==> config.mk <==
export PLATFORM = sky130hd
export DESIGN_NAME = sdl_video_out
export DESIGN_NICKNAME = d
export VERILOG_FILES = /design/src/rtl/sdl_video_pkg.sv /design/src/rtl/sdl_delay_line.sv /design/src/rtl/sdl_video_out.sv
export SDC_FILE = /design/constraint.sdc
export NUM_CORES = 1
export LEC_CHECK = 0
export BUFFER_PORTS_ARGS = -buffer_cell sky130_fd_sc_hd__buf_2
export CORE_ASPECT_RATIO = 0.6
export CORE_MARGIN = 2
export CORE_UTILIZATION = 30
export CTS_CLUSTER_DIAMETER = 40
export CTS_CLUSTER_SIZE = 24
export DETAILED_ROUTE_END_ITERATION = 16
export GPL_TIMING_DRIVEN = 0
export SYNTH_ARGS = -nofsm -noshare
export SYNTH_HDL_FRONTEND = slang
export SYNTH_SLANG_ARGS = --single-unit
export TNS_END_PERCENT = 30
==> constraint.sdc <==
create_clock -name pixel_clk -period 2.5 [get_ports pixel_clk]
set_clock_uncertainty 0.05 [all_clocks]
set_input_delay 0.25 -clock pixel_clk [delete_from_list [all_inputs] [get_ports pixel_clk]]
set_output_delay 0.25 -clock pixel_clk [all_outputs]
set_load 0.01 [all_outputs]
==> src/rtl/sdl_video_pkg.sv <==
// Shared types and helpers for the SDL/VGA output stage.
// Used by sdl_video_out; see that file for the SDL_TEST_PATTERN_EN build option.
package sdl_video_pkg;

  typedef enum logic {
    IDLE    = 1'b0,
    PENDING = 1'b1
  } sw_state_e;

  localparam int FRAME_CNT_W = 16;

  // Replicates the low 'width' bits of value MSB-first across 8 bits.
  function automatic logic [7:0] expand_color(input logic [7:0] value, input int width);
    logic [7:0] res;
    res = '0;
    for (int i = 0; i < 8; i++) begin
      res[3'(7 - i)] = value[3'(width - 1 - (i % width))];
    end
    return res;
  endfunction

endpackage

==> src/rtl/sdl_delay_line.sv <==
// WIDTH x DEPTH shift register with asynchronous clear; DEPTH=0 is a plain wire.
module sdl_delay_line #(
  parameter int WIDTH = 1,
  parameter int DEPTH = 1
) (
  input  logic             clk_i,
  input  logic             rst_i,
  input  logic [WIDTH-1:0] d_i,
  output logic [WIDTH-1:0] q_o
);

  if (DEPTH == 0) begin : g_pass
    assign q_o = d_i;
  end else begin : g_pipe
    logic [WIDTH-1:0] stage_q [DEPTH];

    always_ff @(posedge clk_i or posedge rst_i) begin
      if (rst_i) begin
        for (int i = 0; i < DEPTH; i++) stage_q[i] <= '0;
      end else begin
        stage_q[0] <= d_i;
        for (int i = 1; i < DEPTH; i++) stage_q[i] <= stage_q[i-1];
      end
    end

    assign q_o = stage_q[DEPTH-1];
  end

endmodule

==> src/rtl/sdl_video_out.sv <==
// SDL/VGA output stage: source select with frame-boundary switching, alignment, expansion, stats.
// Build option SDL_TEST_PATTERN_EN adds test_pat, which replaces colour with 8 vertical bars.
module sdl_video_out
  import sdl_video_pkg::*;
#(
  parameter  int NUM_SRC = 2,
  parameter  int COLOR_W = 4,
  parameter  int COORD_W = 12,
  parameter  int SRC_LAT = 1,
  localparam int SEL_W   = (NUM_SRC > 1) ? $clog2(NUM_SRC) : 1
) (
  input  logic                         pixel_clk,
  input  logic                         sim_rst,
  input  logic [COORD_W-1:0]           h_coord,
  input  logic [COORD_W-1:0]           v_coord,
  input  logic                         disp_enbl,
  input  logic [NUM_SRC*3*COLOR_W-1:0] src_rgb,
  input  logic [SEL_W-1:0]             src_sel,
`ifdef SDL_TEST_PATTERN_EN
  input  logic                         test_pat,
`endif
  output logic [COORD_W-1:0]           sdl_sx,
  output logic [COORD_W-1:0]           sdl_sy,
  output logic                         sdl_de,
  output logic [7:0]                   sdl_r,
  output logic [7:0]                   sdl_g,
  output logic [7:0]                   sdl_b,
  output logic                         frame_start,
  output logic [FRAME_CNT_W-1:0]       frame_cnt,
  output logic [SEL_W-1:0]             active_src
);

  localparam int PIX_W = 3 * COLOR_W;
  localparam int DLY_W = 2 * COORD_W + 1;

  logic [DLY_W-1:0]   dly;
  logic [COORD_W-1:0] dly_h, dly_v;
  logic               dly_de;
  logic               boundary;

  sdl_delay_line #(.WIDTH(DLY_W), .DEPTH(SRC_LAT)) u_align (
    .clk_i (pixel_clk),
    .rst_i (sim_rst),
    .d_i   ({disp_enbl, v_coord, h_coord}),
    .q_o   (dly)
  );

  assign {dly_de, dly_v, dly_h} = dly;
  assign boundary = dly_de && (dly_h == '0) && (dly_v == '0);

  logic [PIX_W-1:0] src_pix [NUM_SRC];
  for (genvar i = 0; i < NUM_SRC; i++) begin : g_src
    assign src_pix[i] = src_rgb[i*PIX_W +: PIX_W];
  end

  sw_state_e        state_q;
  logic [SEL_W-1:0] active_q, pend_q;
  logic             sel_valid;

  assign sel_valid = int'(src_sel) < NUM_SRC;

  // Boundary wins over any src_sel activity in the same cycle; that request is seen next cycle.
  always_ff @(posedge pixel_clk or posedge sim_rst) begin
    if (sim_rst) begin
      state_q  <= IDLE;
      active_q <= '0;
      pend_q   <= '0;
    end else begin
      case (state_q)
        IDLE: begin
          if (sel_valid && (src_sel != active_q)) begin
            pend_q  <= src_sel;
            state_q <= PENDING;
          end
        end
        PENDING: begin
          if (boundary) begin
            active_q <= pend_q;
            state_q  <= IDLE;
          end else if (src_sel == active_q) begin
            state_q <= IDLE;
          end else if (sel_valid) begin
            pend_q <= src_sel;
          end
        end
        default: state_q <= IDLE;
      endcase
    end
  end

  // The boundary pixel already takes its colour from the incoming source.
  logic [SEL_W-1:0] colour_sel;
  logic [PIX_W-1:0] pix;
  logic [7:0]       r_d, g_d, b_d;

  assign colour_sel = (state_q == PENDING && boundary) ? pend_q : active_q;
  assign pix        = src_pix[colour_sel];

  always_comb begin
    r_d = '0;
    g_d = '0;
    b_d = '0;
    if (dly_de) begin
      r_d = expand_color(8'(pix[PIX_W-1 -: COLOR_W]), COLOR_W);
      g_d = expand_color(8'(pix[2*COLOR_W-1 -: COLOR_W]), COLOR_W);
      b_d = expand_color(8'(pix[COLOR_W-1:0]), COLOR_W);
`ifdef SDL_TEST_PATTERN_EN
      if (test_pat) begin
        r_d = {8{dly_h[9]}};
        g_d = {8{dly_h[8]}};
        b_d = {8{dly_h[7]}};
      end
`endif
    end
  end

  logic [COORD_W-1:0]     sx_q, sy_q;
  logic                   de_q, fs_q;
  logic [7:0]             r_q, g_q, b_q;
  logic [FRAME_CNT_W-1:0] cnt_q;

  always_ff @(posedge pixel_clk or posedge sim_rst) begin
    if (sim_rst) begin
      sx_q  <= '0;
      sy_q  <= '0;
      de_q  <= 1'b0;
      r_q   <= '0;
      g_q   <= '0;
      b_q   <= '0;
      fs_q  <= 1'b0;
      cnt_q <= '0;
    end else begin
      sx_q <= dly_h;
      sy_q <= dly_v;
      de_q <= dly_de;
      r_q  <= r_d;
      g_q  <= g_d;
      b_q  <= b_d;
      fs_q <= boundary;
      if (boundary) cnt_q <= cnt_q + 1'b1;
    end
  end

  assign sdl_sx      = sx_q;
  assign sdl_sy      = sy_q;
  assign sdl_de      = de_q;
  assign sdl_r       = r_q;
  assign sdl_g       = g_q;
  assign sdl_b       = b_q;
  assign frame_start = fs_q;
  assign frame_cnt   = cnt_q;
  assign active_src  = active_q;

endmodule

**Word-level counts from Yosys, hierarchy flattened**

Index checks and enable logic that the tools add are counted.

- $add $sub $neg: 1
- Magnitude comparators: 1
- Equal/unequal tests: 5
- Muxes and demuxes: 15
- Bitwise operators: 2
- Reductions and logical operators: 7

Operators with widths:

| operator | number |
|---|---|
| $mux W12 | 3 |
| $logic_not A12 Y1 | 2 |
| $add A16 B1 Y16 const B | 1 |
| $mux W4 | 3 |
| $mux W1 | 7 |
| $ne A2 B2 Y1 const B | 3 |
| $pmux W1 S2 | 2 |
| $logic_and A1 B1 Y1 | 3 |
| $reduce_and A3 Y1 | 1 |
| $ge A2 B2 Y1 const B | 1 |
| $not A1 Y2 | 1 |
| $reduce_and A2 Y1 | 1 |
| $eq A1 B1 Y1 | 1 |
| $ne A1 B1 Y1 | 1 |
| $not A1 Y1 | 1 |

- Flip-flop bits (word level): 94
- Bits of input ports: 52
- Word-level logic and storage cells: 43

**Depth between registers and ports, before layout**

- Depth in word-level cells: 10
- Mapped depth: 5
- Mapped depth without buffers: 4

**Cells and area by module**

Synthesis repeated with hierarchy kept, for this count alone.

- Cells, all modules: 255
- Area, all modules: 3,158.0 sq um

By module, submodules not included:

| module | instances | cells an instance | area an instance (sq um) |
|---|---|---|---|
| sdl_video_out | 1 | 229 | 2,528.7 |
| sdl_delay_line | 1 | 26 | 629.4 |

**Worst setup path after synthesis**

No wires, ideal clock.

- Path kind: register to register
- Start point: reg u_align.g_pipe.stage_q, in the netlist u_align.q_o[18]
- End point: reg b_q[2], in the netlist sdl_b[2]
- Library setup time: 0.126 ns
- Data arrival time: 1.568 ns
- Slack: 0.756 ns
- Cell stages (with the launch flop): 6
- Buffers on the path: 1
- Cell sequence: dfrtp_1 > nor4_4 > nand4_4 > buf_2 > a2bb2oi_1 > a311o_1

- Word-level cells in the longest chain between the ends: 9

Ends and longest elaborated chain:

| what | line | RTL |
|---|---|---|
| start, declared | sdl_delay_line.sv:15 | `logic [WIDTH-1:0] stage_q [DEPTH];` |
| $logic_not A12 Y1 | sdl_video_out.sv:49 | `assign boundary = dly_de && (dly_h == '0) && (dly_v == '0);` |
| $logic_and A1 B1 Y1 | sdl_video_out.sv:49 |  |
| $logic_and A1 B1 Y1 | sdl_video_out.sv:96 | `assign colour_sel = (state_q == PENDING && boundary) ? pend_q : active_q;` |
| $mux W1 | sdl_video_out.sv:96 |  |
| $not A1 Y2 (implied by the code) | sdl_video_out.sv:97 | `assign pix = src_pix[colour_sel];` |
| $mux W12 (implied by the code) (3 in series) | sdl_video_out.sv:97 |  |
| $mux W4 | sdl_video_out.sv:103 | `if (dly_de) begin` |
| named net b_d[2] | sdl_video_out.sv:94 | `logic [7:0] r_d, g_d, b_d;` |
| end signal, assigned | sdl_video_out.sv:129 | `b_q <= '0;` |
| end signal, assigned | sdl_video_out.sv:138 | `b_q <= b_d;` |
| end, declared | sdl_video_out.sv:119 | `logic [7:0] r_q, g_q, b_q;` |

The timed path passes the listed nets, and every way through them passes these cells. The select of a mux whose other input is x is not followed.
A chain may end at the register's enable or synchronous reset.

**Worst setup path in the final report**

- Start point: reg u_align.g_pipe.stage_q, in the netlist u_align.q_o[1]
- End point: reg g_q[2], in the netlist sdl_g[2]

- Word-level cells in the longest chain between the ends: 10

Ends and longest elaborated chain:

| what | line | RTL |
|---|---|---|
| $logic_not A12 Y1 | sdl_video_out.sv:49 |  |
| $logic_and A1 B1 Y1 (2 in series) | sdl_video_out.sv:49 |  |
| $logic_and A1 B1 Y1 | sdl_video_out.sv:96 |  |
| $mux W1 | sdl_video_out.sv:96 |  |
| $not A1 Y2 (implied by the code) | sdl_video_out.sv:97 |  |
| $mux W12 (implied by the code) (3 in series) | sdl_video_out.sv:97 |  |
| $mux W4 | sdl_video_out.sv:103 |  |
| named net g_d[2] | sdl_video_out.sv:94 |  |
| end signal, assigned | sdl_video_out.sv:137 | `g_q <= g_d;` |
| end, declared | sdl_video_out.sv:119 |  |

The timed path passes the listed nets, and every way through them passes these cells. The select of a mux whose other input is x is not followed.

==> metrics.csv <==
metric,value,unit
post_cts_buffers,0,
drt-vias-per-instance,4.51,
drtPass1Iterations,5,
clock_path_buffers,2,
rsz0062_at_grt,no,
gp_routability_congestion,0.771,
critPathLaunchType,flop,
ir_worst_vdd,0.000311,V
hold-worst-slack,0.134,ns
ios,119,
ys_ff_latch,82,
finalSetupViolations,0,
outcome,"finished, final reports clean",
grt_usage,0.146,
critPathKind,flop to flop,
htreeDepth,3,
drcViolationCount,0,
syn_avg_cell_area,12.4,µm²
rows,28,
ys_dominant_reg_cell,dfrtp_1,
fin_area,0.00445,mm²
syn_inst,255,
report.final.slew_viol_count,0,
grt_first_pass_wirelength,12600,µm
cts.sinks,82,
path_clk_slew,0.06,ns
antenna_left,0,
port_buffers,106,
final-hold-violation-count,0,
crit_path_cell_trace,nor4_1 -> nand4_1 -> clkbuf_1 -> a2bb2oi_1 -> a311o_1,
dp_hpwl,5600,µm
critPathCaptureType,flop,
fin_crit,2.17,ns
cts_buffers,9,
grt_max_degree,52,
place_area,0.00393,mm²
grt_pass1_vias,2424,
slowest_delay,0.43,ns
drive_gt1_frac,0.349,
core_area,0.0101,mm²
syn-cell-area,0.00316,mm²
r2r_slack,0.33,ns
worstPathArrival,2.32,ns
finalCritPeriodShare,0.868,
powerDensity,624,mW/mm²
die_w,136,µm
cts-root-buf,clkbuf_16,
synthArstFlopShare,1.00,
wl,7800,µm
num-nets-final,463,
seq_area_frac_synth,0.650,
cap_violations,0,
slowest_stage,nor4_1,
cts_tree,yes,
via_count,2473,
area_growth,40.9,%
cp.required,2.65,ns
p_leak,2.15,nW
antenna_found_initial,0,
worstMarginPinSlew,0.512,ns
clock_latency,0.33,ns
drt_iter0_drc,114,
yosysUniqueCellTypes,30,
yosysWarnings,0,
start_util,0.314,
hp-class,primary input to flop,
crit_fanout,10,
n_antenna_cell,0,
synth_edf_count,0,
max_freq,0.461,GHz
die-area,0.0114,mm²
p_total,2.77,mW
relSlewSlack,0.659,
detail_route.wl_per_cell,14.2,µm
grt_overflow_total,0,
fp.dieH,83.5,µm
cells in the mapped netlist, types with 5 or more instances:
| library cell | n | area (µm²) |
|---|---|---|
| nand2_1 | 40 | 150 |
| nand3_1 | 5 | 25.0 |
| xnor2_1 | 5 | 43.8 |
| nor3_1 | 22 | 110 |
| a311o_1 | 12 | 120 |
| xor2_1 | 11 | 96.3 |
| nor2_1 | 5 | 18.8 |
| buf_4 | 13 | 97.6 |
| dfrtp_1 | 82 | 2050 |
| clkbuf_1 | 9 | 33.8 |
| a2bb2oi_1 | 12 | 105 |
| inv_1 | 8 | 30.0 |
area by class of cell:
cell class,count,area [µm²]
clock buffer,9,225
multi-input combinational,152,975
tap,135,169
sequential,82,2050
buffer,24,141
inverter,8,32.5
fill,944,5610
clock inverter,5,33.8
timing repair buffer,133,818
cell families (layout without fill, tap and decap cells):
| family | Yosys count | in the layout | share of synthesized area |
|---|---|---|---|
| simple gates | 95 | 95 | 0.164 |
| buf+inv | 32 | 179 | 0.0543 |
| compound gates | 27 | 27 | 0.0781 |
| flops | 82 | 82 | 0.650 |
| mux | 1 | 1 | 0.00357 |
| xor+xnor | 16 | 16 | 0.0444 |
| other cells | 1 | 12 | 0.00119 |
| fa+ha+maj | 1 | 1 | 0.00396 |
worst paths after layout:
| path | start | cells past startpoint | end |
|---|---|---|---|
| max in group asynchronous | sim_rst | 4 | sdl_r[3] |
| setup / recovery | u_align.q_o[1] | 5 | sdl_g[2] |
| hold / removal | src_rgb[13] | 2 | sdl_b[1] |
| min in group asynchronous | sim_rst | 3 | u_align.q_o[9] |
| setup reg to reg | u_align.q_o[1] | 5 | sdl_g[2] |
| hold reg to reg | u_align.q_o[8] | 0 | sdl_sx[8] |
state kept, by name, summed over array words and instances, names as in the netlist:
signal       flops
pend_q           1
u_align.q_o     25
state_q          1
frame_cnt       16
sdl_r            4
sdl_b            4
sdl_g            4
sdl_sx          12
frame_start      1
sdl_sy          12
active_src       1
sdl_de           1
where the power goes:
part	switching [mW]	internal (mW)
Combinational	0.107	0.111
Clock	0.496	0.658
Sequential	0.0231	1.38
Total	0.626	2.15
worst max-delay path, delay by kind of cell, from the launching register on:
kind | cells | cell delay (ns)
buf+inv | 1 | 0.33
simple gates | 2 | 0.74
flops | 1 | 0.38
compound gates | 2 | 0.54
cell usage in the layout (no fill, tap or decap), types with 7 or more instances in the layout:
cell	n
a2bb2oi_1	12
a311o_1	12
buf_2	108
buf_4	13
clkbuf_1	9
clkbuf_16	9
conb_1	12
dfrtp_1	82
dlygate4sd3_1	26
inv_1	7
nand2_1	40
nor3_1	22
xor2_1	11
through the flow:
step	utilization	instances	setup TNS, ns	worst slack [ns]
3_3_place_gp	0.388	507	-70.68	-0.868
2_1_floorplan	-	266	0	0.0916
6_report	0.442	548	0	0.329
4_1_cts	0.442	548	0	0.311
5_1_grt	0.442	548	0	0.124
3_5_place_dp	0.391	508	0	0.322
repair_timing:
item	in CTS	in global routing
hold buffers	26	0
gates resized for setup	0	0
endpoints found under the hold margin	56	0
layer usage:
layer | wire length (µm) | track usage
met1 | 3480 | 0.201
met2 | 3640 | 0.212
met3 | 600 | 0.0540
met4 | 73 | 0.0455
met5 | 0 | 0
No activity file was read; power rests on OpenSTA's default activity.
